$ cat src/rtl/fetch_unit.sv
// Instruction-fetch stage: owns the PC, issues single-outstanding word fetches over req/gnt/rvalid,
// and hands a registered {instr, pc, pc+4} entry to decode under valid/ready, with branch redirect.
module fetch_unit #(
  parameter int unsigned     XLEN     = 32,
  parameter logic [XLEN-1:0] RESET_PC = '0
) (
  input  logic            clk,
  input  logic            rst_n,
  input  logic            b_sel,
  input  logic [XLEN-1:0] b_target,
  output logic            imem_req,
  output logic [XLEN-1:0] imem_addr,
  input  logic            imem_gnt,
  input  logic            imem_rvalid,
  input  logic [31:0]     imem_rdata,
  output logic            if_valid,
  output logic [31:0]     if_instr,
  output logic [XLEN-1:0] if_pc,
  output logic [XLEN-1:0] if_pcp,
  input  logic            if_ready
);

  localparam logic [31:0]     NOP_INSTR = 32'h0000_0013;
  localparam logic [XLEN-1:0] PC_STEP   = XLEN'(4);

  typedef enum logic [1:0] {
    S_IDLE,
    S_REQ,
    S_WAIT
  } fetch_state_e;

  fetch_state_e    r_state;
  logic [XLEN-1:0] r_pc;
  logic            r_req;
  logic [XLEN-1:0] r_addr;
  logic            r_discard;
  logic            r_valid;
  logic [31:0]     r_instr;
  logic [XLEN-1:0] r_if_pc;
  logic [XLEN-1:0] r_if_pcp;

  logic [XLEN-1:0] w_target_pc;
  logic [XLEN-1:0] w_issue_pc;
  logic            w_slot_free;
  logic            w_accept;
  logic            w_resp;
  logic            w_keep;

  // Redirect targets are always word aligned; the low two bits are forced to zero.
  assign w_target_pc = b_target & ~XLEN'(3);
  // A request issued this cycle must already use a redirect target arriving in the same cycle.
  assign w_issue_pc  = b_sel ? w_target_pc : r_pc;
  // The output slot is free next cycle if it is empty, being consumed, or being flushed.
  assign w_slot_free = !r_valid || if_ready || b_sel;
  assign w_accept    = r_valid && if_ready;
  // Responses outside WAIT have no outstanding request and are ignored.
  assign w_resp      = (r_state == S_WAIT) && imem_rvalid;
  assign w_keep      = w_resp && !r_discard && !b_sel;

  // NOTE: all state below uses non-blocking assignments so every register samples pre-edge values.
  always_ff @(posedge clk or negedge rst_n) begin
    if (!rst_n) begin
      r_state   <= S_IDLE;
      r_pc      <= RESET_PC;
      r_req     <= 1'b0;
      r_addr    <= RESET_PC;
      r_discard <= 1'b0;
      r_valid   <= 1'b0;
      r_instr   <= NOP_INSTR;
      r_if_pc   <= RESET_PC;
      r_if_pcp  <= RESET_PC + PC_STEP;
    end else begin
      // Output slot: a redirect drops the entry even if decode is accepting it.
      if (b_sel) begin
        r_valid <= 1'b0;
      end else if (w_keep) begin
        r_valid  <= 1'b1;
        r_instr  <= imem_rdata;
        r_if_pc  <= r_addr;
        r_if_pcp <= r_addr + PC_STEP;
      end else if (w_accept) begin
        r_valid <= 1'b0;
      end

      if (b_sel) begin
        r_pc <= w_target_pc;
      end

      unique case (r_state)
        S_IDLE: begin
          if (w_slot_free) begin
            r_state <= S_REQ;
            r_req   <= 1'b1;
            r_addr  <= w_issue_pc;
          end
        end

        S_REQ: begin
          // A held request that a redirect overtook is still completed, then thrown away.
          if (b_sel) begin
            r_discard <= 1'b1;
          end
          if (imem_gnt) begin
            r_state <= S_WAIT;
            r_req   <= 1'b0;
            if (!b_sel && !r_discard) begin
              r_pc <= r_pc + PC_STEP;
            end
          end
        end

        S_WAIT: begin
          if (imem_rvalid) begin
            r_discard <= 1'b0;
            if (w_keep || !w_slot_free) begin
              r_state <= S_IDLE;
            end else begin
              r_state <= S_REQ;
              r_req   <= 1'b1;
              r_addr  <= w_issue_pc;
            end
          end else if (b_sel) begin
            r_discard <= 1'b1;
          end
        end

        default: begin
          r_state <= S_IDLE;
          r_req   <= 1'b0;
        end
      endcase
    end
  end

  assign imem_req  = r_req;
  assign imem_addr = r_addr;
  assign if_valid  = r_valid;
  assign if_instr  = r_instr;
  assign if_pc     = r_if_pc;
  assign if_pcp    = r_if_pcp;

endmodule

$ cat config.mk
export PLATFORM = sky130hd
export DESIGN_NAME = fetch_unit
export DESIGN_NICKNAME = d
export VERILOG_FILES = /design/src/rtl/fetch_unit.sv
export SDC_FILE = /design/constraint.sdc
export NUM_CORES = 1
export LEC_CHECK = 0
export BUFFER_PORTS_ARGS = -buffer_cell sky130_fd_sc_hd__buf_4
export CELL_PAD_IN_SITES_DETAIL_PLACEMENT = 2
export CELL_PAD_IN_SITES_GLOBAL_PLACEMENT = 2
export CORE_MARGIN = 5
export CORE_UTILIZATION = 34
export DETAILED_ROUTE_END_ITERATION = 7
export PLACE_DENSITY = 0.88
export SKIP_CTS_REPAIR_TIMING = 1
export SLEW_MARGIN = 40
export SYNTH_ARGS = -nofsm -noshare
export SYNTH_HDL_FRONTEND = slang
export SYNTH_SLANG_ARGS = --single-unit
$ cat constraint.sdc
create_clock -name clk -period 3.2 [get_ports clk]
set_input_delay 0.32 -clock clk [delete_from_list [all_inputs] [get_ports clk]]
set_output_delay 0.32 -clock clk [all_outputs]
set_load 0.1 [all_outputs]
==> results by group, run 1 <==
Floorplan
  • I/O Pins: 200
  • Area of the core: 21,900 sq um
  • Die area: 25,400 sq um
  • DIE WIDTH: 159 microns
  • FP Rows: 54
  • Initial core utilization: 0.347
  • Die height: 159 microns

Timing
  • Sum Neg Setup Slack: 0 ns
  • Worst slew pin tran: 0.680 ns
  • Final Hold Vio Count: 0
  • Final setup viols: 0
  • Clock Skews: 0.00739 ns
  • Pins Over Slew Limit: 0
  • Final WS setup: 0.802 ns
  • Fmax: 0.417 GHz
  • Final worst path period share: 0.749
  • Min Tclk post-route: 2.40 ns
  • Relative slew slack: 0.546
  • RSZ-0062 raised after global routing: false

Logic synthesis
  • Area contributors post-synth: dfrtp_1 (52%), nand2_1 (12%), mux2i_1 (4.0%)
  • Syn_area_per_cell: 9.49 sq um
  • Fraction of registers with async set/reset: 1.00
  • Number of enable flip-flop cells after synthesis: 0
  • Netlist cell types: 55
  • Syn_nets: 878
  • Synth top area share: 0.524
  • Biggest area consumer among synthesized cells: dfrtp_1
  • Yosys reg bits: 163
  • Commonest register cell after synthesis: dfrtp_1
  • Synth Cell Area: 7600 sq um
  • Post-synthesis sequential area ratio: 0.537
  • Ys Warns: 0
  • Post-Synthesis Cells: 801

Route
  • Routed WL: 27,500 microns
  • Via count: 6,650
  • Via density: 5.22
  • Residual DRC: 0
  • DR pass1 iterations: 4
  • Drt wl/cell: 21.5 microns
  • Iter 0 DRT Violations: 273
  • DRT antenna net count: 0

Layout
  • Layout area overhead: 31.1%
  • Nets@finish: 1,060
  • Layout cell share with drive strength beyond 1: 0.274
  • Ant. Diodes: 0
  • Leading cell type in the layout, fill and taps excluded: nand2_1
  • Highest-count cells in the layout ignoring fill and taps: nand2_1 (236), buf_4 (200), dfrtp_1 (159)

Setup path
  • Worst setup EP type: flop
  • CP Class: flop to flop
  • Setup slack, reg-to-reg: 0.80 ns
  • Crit path launch type: flop
  • WP data required: 3.54 ns
  • Worst EP arrival: 2.74 ns
  • Worst-path maximum fanout: 52

Global routing
  • Total gr overflow: 0
  • Gr usage total: 0.216
  • Global-route wire length before repair: 44,100 microns
  • Initial antenna violation count: 0
  • Pin count of the biggest net entering global routing: 118
  • Vias in the first global route: 7,611

Clock tree
  • Clk sinks: 163
  • Clock Latency Late Sink: 0.43 ns
  • Deepest clock path buffer count: 2
  • Clock transition at the registers of the reported paths: 0.07 ns
  • CTS H-tree depth: 4
  • Clock root cell: clkbuf_16
  • Number of buffers created by CTS: 17
  • CTS tree: built

Min path
  • Worst Hold Class: input port to flop

Placement
  • I/O Buffers: 197
  • Dpl ws: 0.904 ns
  • Final GP Congestion: 0.817
  • Post-DP HPWL: 19,400 microns

Run
  • Max_cap viols: 0

Run status
  • Status: finished clean
==> flip-flops by register name, indices dropped and copies added, names as in the netlist <==
signal / count
if_valid: 1
r_state: 2
if_pc: 32
r_pc: 32
if_pcp: 30
r_discard: 1
if_instr: 32
imem_req: 1
imem_addr: 32
==> metal layers <==
metal | track usage | vias up | routed length, microns
met4 | 0.0613 | 0 | 563
met1 | 0.268 | 3381 | 11900
met2 | 0.379 | 152 | 14000
met3 | 0.0469 | 37 | 1000
li1 | - | 3080 | -
met5 | 0 | - | 0
==> Yosys cell counts, drive strengths merged, types with 2 or more instances <==
library cell / n
nand2b: 2
a21oi: 43
clkbuf: 23
inv: 18
nor2b: 4
and2: 6
a221oi: 11
and4: 5
dfstp: 4
o21ai: 29
buf: 19
a211oi: 16
o32ai: 2
mux2: 2
nor2: 63
xor2: 23
nor4: 5
nor3: 12
ha: 7
dfrtp: 159
a311oi: 6
o221a: 6
mux2i: 30
nand4: 11
xnor2: 5
nand3: 26
nand2: 237
and3: 15
==> metrics by stage <==
stage	utilization	cell area, sq um	hold slack, ns	std cells
after detailed placement	0.428	9360	0.254	1243
after CTS	0.455	9950	-0.211	1274
after global placement	0.428	9360	0.251	1243
after floorplan	-	7600	0.0244	801
after global routing	0.455	9960	0.0741	1275
final	0.455	9960	0.0812	1275
==> final timing paths <==
path                                      from             to  depth (start not counted)
worst min-delay path            imem_rdata[13]   if_instr[13]                          3
min in group asynchronous                rst_n     r_state[1]                          2
worst max-delay path                r_state[0]  imem_addr[28]                          7
max in group asynchronous                rst_n   imem_addr[5]                          3
worst max register to register      r_state[0]  imem_addr[28]                          7
worst min register to register     if_instr[1]    if_instr[1]                          2
==> critical path, stage by stage (launching register included) <==
cell      delay [ns]
dfrtp_1         0.42
inv_1           0.13
ha_1            0.39
o211ai_1        0.20
a21oi_4         0.32
buf_4           0.51
nor2_1          0.13
a21oi_1         0.18
==> cell families after synthesis <==
| family | count (synthesis) | synth area share |
|---|---|---|
| and+or+nand+nor | 389 | 0.234 |
| DFF | 163 | 0.537 |
| AOI/OAI and AO/OA | 121 | 0.109 |
| buffers and inverters | 61 | 0.0338 |
| muxes | 32 | 0.0425 |
| xor gates and xnor gates | 28 | 0.0323 |
| adders and majority gates | 7 | 0.0115 |
==> layout make-up <==
class,instances,area (sq um)
clock buffer,21,460
multi-input combinational,577,3280
inverter,19,71.3
tap,280,350
clock inverter,10,133
timing repair buffer,205,1580
sequential,163,4080
fill,2333,11900
Power of run 1 is not shown: default switching activity piles up to over one toggle a cycle in this logic, so the estimate is an artifact.
==> inputs of run 2 (changes only) <==
--- a/config.mk
+++ b/config.mk
@@ -5,13 +5,14 @@
 export SDC_FILE = /design/constraint.sdc
 export NUM_CORES = 1
 export LEC_CHECK = 0
+export ABC_AREA = 1
 export BUFFER_PORTS_ARGS = -buffer_cell sky130_fd_sc_hd__buf_4
 export CELL_PAD_IN_SITES_DETAIL_PLACEMENT = 2
 export CELL_PAD_IN_SITES_GLOBAL_PLACEMENT = 2
 export CORE_MARGIN = 5
-export CORE_UTILIZATION = 34
+export CORE_UTILIZATION = 30
 export DETAILED_ROUTE_END_ITERATION = 7
-export PLACE_DENSITY = 0.88
+export PLACE_DENSITY = 0.83
 export SKIP_CTS_REPAIR_TIMING = 1
 export SLEW_MARGIN = 40
 export SYNTH_ARGS = -nofsm -noshare
==> constraint.sdc (replaced) <==
create_clock -name clk -period 2.4 [get_ports clk]
set_input_delay 0.24 -clock clk [delete_from_list [all_inputs] [get_ports clk]]
set_output_delay 0.24 -clock clk [all_outputs]
set_load 0.1 [all_outputs]
==> run 2 against run 1 <==
- clock-buffer cell count shrank 1
- sequential share of layout area decreased by 2.7 points
- register-to-register slack worse by 0.55 ns
- hold slack got worse by 0.068 ns
- final area increased by 7.1%
- sequential cell count did not move
- clock skew up 0.0043 ns
- routed wire length rose by 14%
- non-clock buffer count grew 13
- critical path type unchanged
==> results by group, run 2 <==
Global routing
  • Total gr overflow: 0
  • Initial antenna violation count: 0
  • Gr usage total: 0.205
  • Vias in the first global route: 8,840
  • Pin count of the biggest net entering global routing: 123
  • Global-route wire length before repair: 50,000 microns

Timing
  • Final WS setup: 0.250 ns
  • Fmax: 0.465 GHz
  • RSZ-0062 raised after global routing: false
  • Sum Neg Setup Slack: 0 ns
  • Hold Slack: 0.0136 ns
  • Final worst path period share: 0.896
  • Pins Over Slew Limit: 0
  • Final Hold Vio Count: 0
  • Worst slew pin tran: 0.591 ns
  • Min Tclk post-route: 2.15 ns
  • Final setup viols: 0
  • Relative slew slack: 0.606
  • Clock Skews: 0.0117 ns

Run status
  • Status: finished clean

Clock tree
  • Clock transition at the registers of the reported paths: 0.07 ns
  • Number of buffers created by CTS: 17
  • Clock Latency Late Sink: 0.43 ns
  • CTS H-tree depth: 4
  • Clk sinks: 163
  • Deepest clock path buffer count: 2
  • Clock root cell: clkbuf_16
  • CTS tree: built

Route
  • Iter 0 DRT Violations: 420
  • Residual DRC: 0
  • Via density: 4.87
  • Routed WL: 31,300 microns
  • DRT antenna net count: 0
  • DR pass1 iterations: 4
  • Drt wl/cell: 19.2 microns
  • Via count: 7,944

Logic synthesis
  • Ys Warns: 0
  • Netlist cell types: 35
  • Post-Synthesis Cells: 1,082
  • Synth Cell Area: 8160 sq um
  • Synth Area in XOR/XNOR: 0.0236
  • Compound-Gate Fraction of Synth Area: 0.0755
  • Syn_area_per_cell: 7.54 sq um
  • Syn_nets: 1,159
  • Yosys reg bits: 163
  • Area contributors post-synth: dfrtp_1 (49%), nand2_1 (22%), nor2_1 (4.3%)
  • Post-synthesis sequential area ratio: 0.501
  • Number of enable flip-flop cells after synthesis: 0
  • Commonest register cell after synthesis: dfrtp_1
  • Most frequent cell after synthesis: nand2_1
  • Synthesized-area fraction occupied by adder cells: 0.0107
  • Biggest area consumer among synthesized cells: dfrtp_1
  • Largest family of logic cells by synthesized area: simple AND/OR/NAND/NOR gates
  • Commonest cells in the netlist: nand2_1 (481), dfrtp_1 (159), nor2_1 (94)
  • Post-Synth Simple-Gate Area: 0.320
  • Synth top area share: 0.488
  • Fraction of registers with async set/reset: 1.00
  • Multiplexer share of the synthesized area: 0

Min path
  • Worst Hold Class: input port to flop
  • Hold path startpoint: imem_rdata[6]

Layout
  • # fillers: 3,118
  • Layout area overhead: 30.9%
  • Highest-count cells in the layout ignoring fill and taps: nand2_1 (481), buf_4 (208), dfrtp_1 (159)
  • Multi-input gate area: 3510 sq um
  • Nets@finish: 1,355
  • Post-layout util: 0.397
  • FF/Latch Area: 4080 sq um
  • Ant. Diodes: 0
  • Layout cell share with drive strength beyond 1: 0.216
  • Leading cell type in the layout, fill and taps excluded: nand2_1

Setup path
  • Critical R2R Launch: r_state[0]
  • CP max-delay cell: dfrtp_1
  • WP data required: 2.75 ns
  • Worst setup EP type: flop
  • CP startpoint: r_state[0]
  • CP Class: flop to flop
  • Critical Path, Cell by Cell: inv_1 > ha_1 > nand2_1 > nor2_4 > inv_4 > nand2_4 > nand2_2 > nand3b_4 > inv_4 > buf_4 > nand2_1 > o21ai_2
  • Crit path launch type: flop
  • Worst EP arrival: 2.50 ns
  • Worst-path maximum fanout: 29
  • Critical path's largest stage delay: 0.42 ns

Placement
  • Dpl ws: 0.168 ns
  • Post-DP HPWL: 23,600 microns
  • I/O Buffers: 197
  • Final GP Congestion: 0.845

Run
  • Max_cap viols: 0

Floorplan
  • DIE WIDTH: 175 microns
  • Area of the core: 26,900 sq um
  • Die height: 175 microns
  • I/O Pins: 200
  • FP Rows: 60
  • Initial core utilization: 0.303
  • Die area: 30,600 sq um
run 2: logic make-up after synthesis:
kind of cell / after synthesis
and+or+nand+nor: 654
DFF: 163
buffers and inverters: 131
AOI/OAI and AO/OA: 105
xor gates and xnor gates: 22
adders and majority gates: 7
run 2: worst paths after layout:
kind	to	slack, ns	cells past startpoint
min in group asynchronous	if_instr[27]	0.25	2
worst max register to register	imem_addr[9]	0.25	12
worst min-delay path	if_instr[6]	0.01	3
worst max-delay path	imem_addr[9]	0.25	12
max in group asynchronous	r_pc[13]	1.33	3
worst min register to register	if_instr[10]	0.47	2
run 2: final cells by class:
cell class              instances  share of cell area
clock buffers                  20              0.0418
inverters                      90              0.0321
flip-flops and latches        163               0.383
clock inverters                11              0.0143
well taps                     341              0.0400
multi-input cells             788               0.329
repair buffers                218               0.161
run 2: routing by layer:
layer / vias to the layer above / global-route usage / wire length, microns
li1: 3762 / - / -
met1: 4004 / 0.265 / 14200
met2: 155 / 0.359 / 15600
met3: 23 / 0.0350 / 1010
met4: 0 / 0.0475 / 502
met5: - / 0 / 0
run 2: worst max-delay path, delay by kind of cell (launching register included):
kind / cells / cell delay [ns]
fa+ha+maj: 1 / 0.27
buf+inv: 4 / 0.70
compound gates: 1 / 0.09
simple gates: 6 / 0.56
flops: 1 / 0.42
run 2: per-stage QoR:
stage	cell area (sq um)	std cells
floorplan	8160	1082
global placement	10000	1597
detailed placement	10000	1597
CTS	10600	1628
global route	10700	1631
finish	10700	1631
Power of run 2 is left out for the same reason.
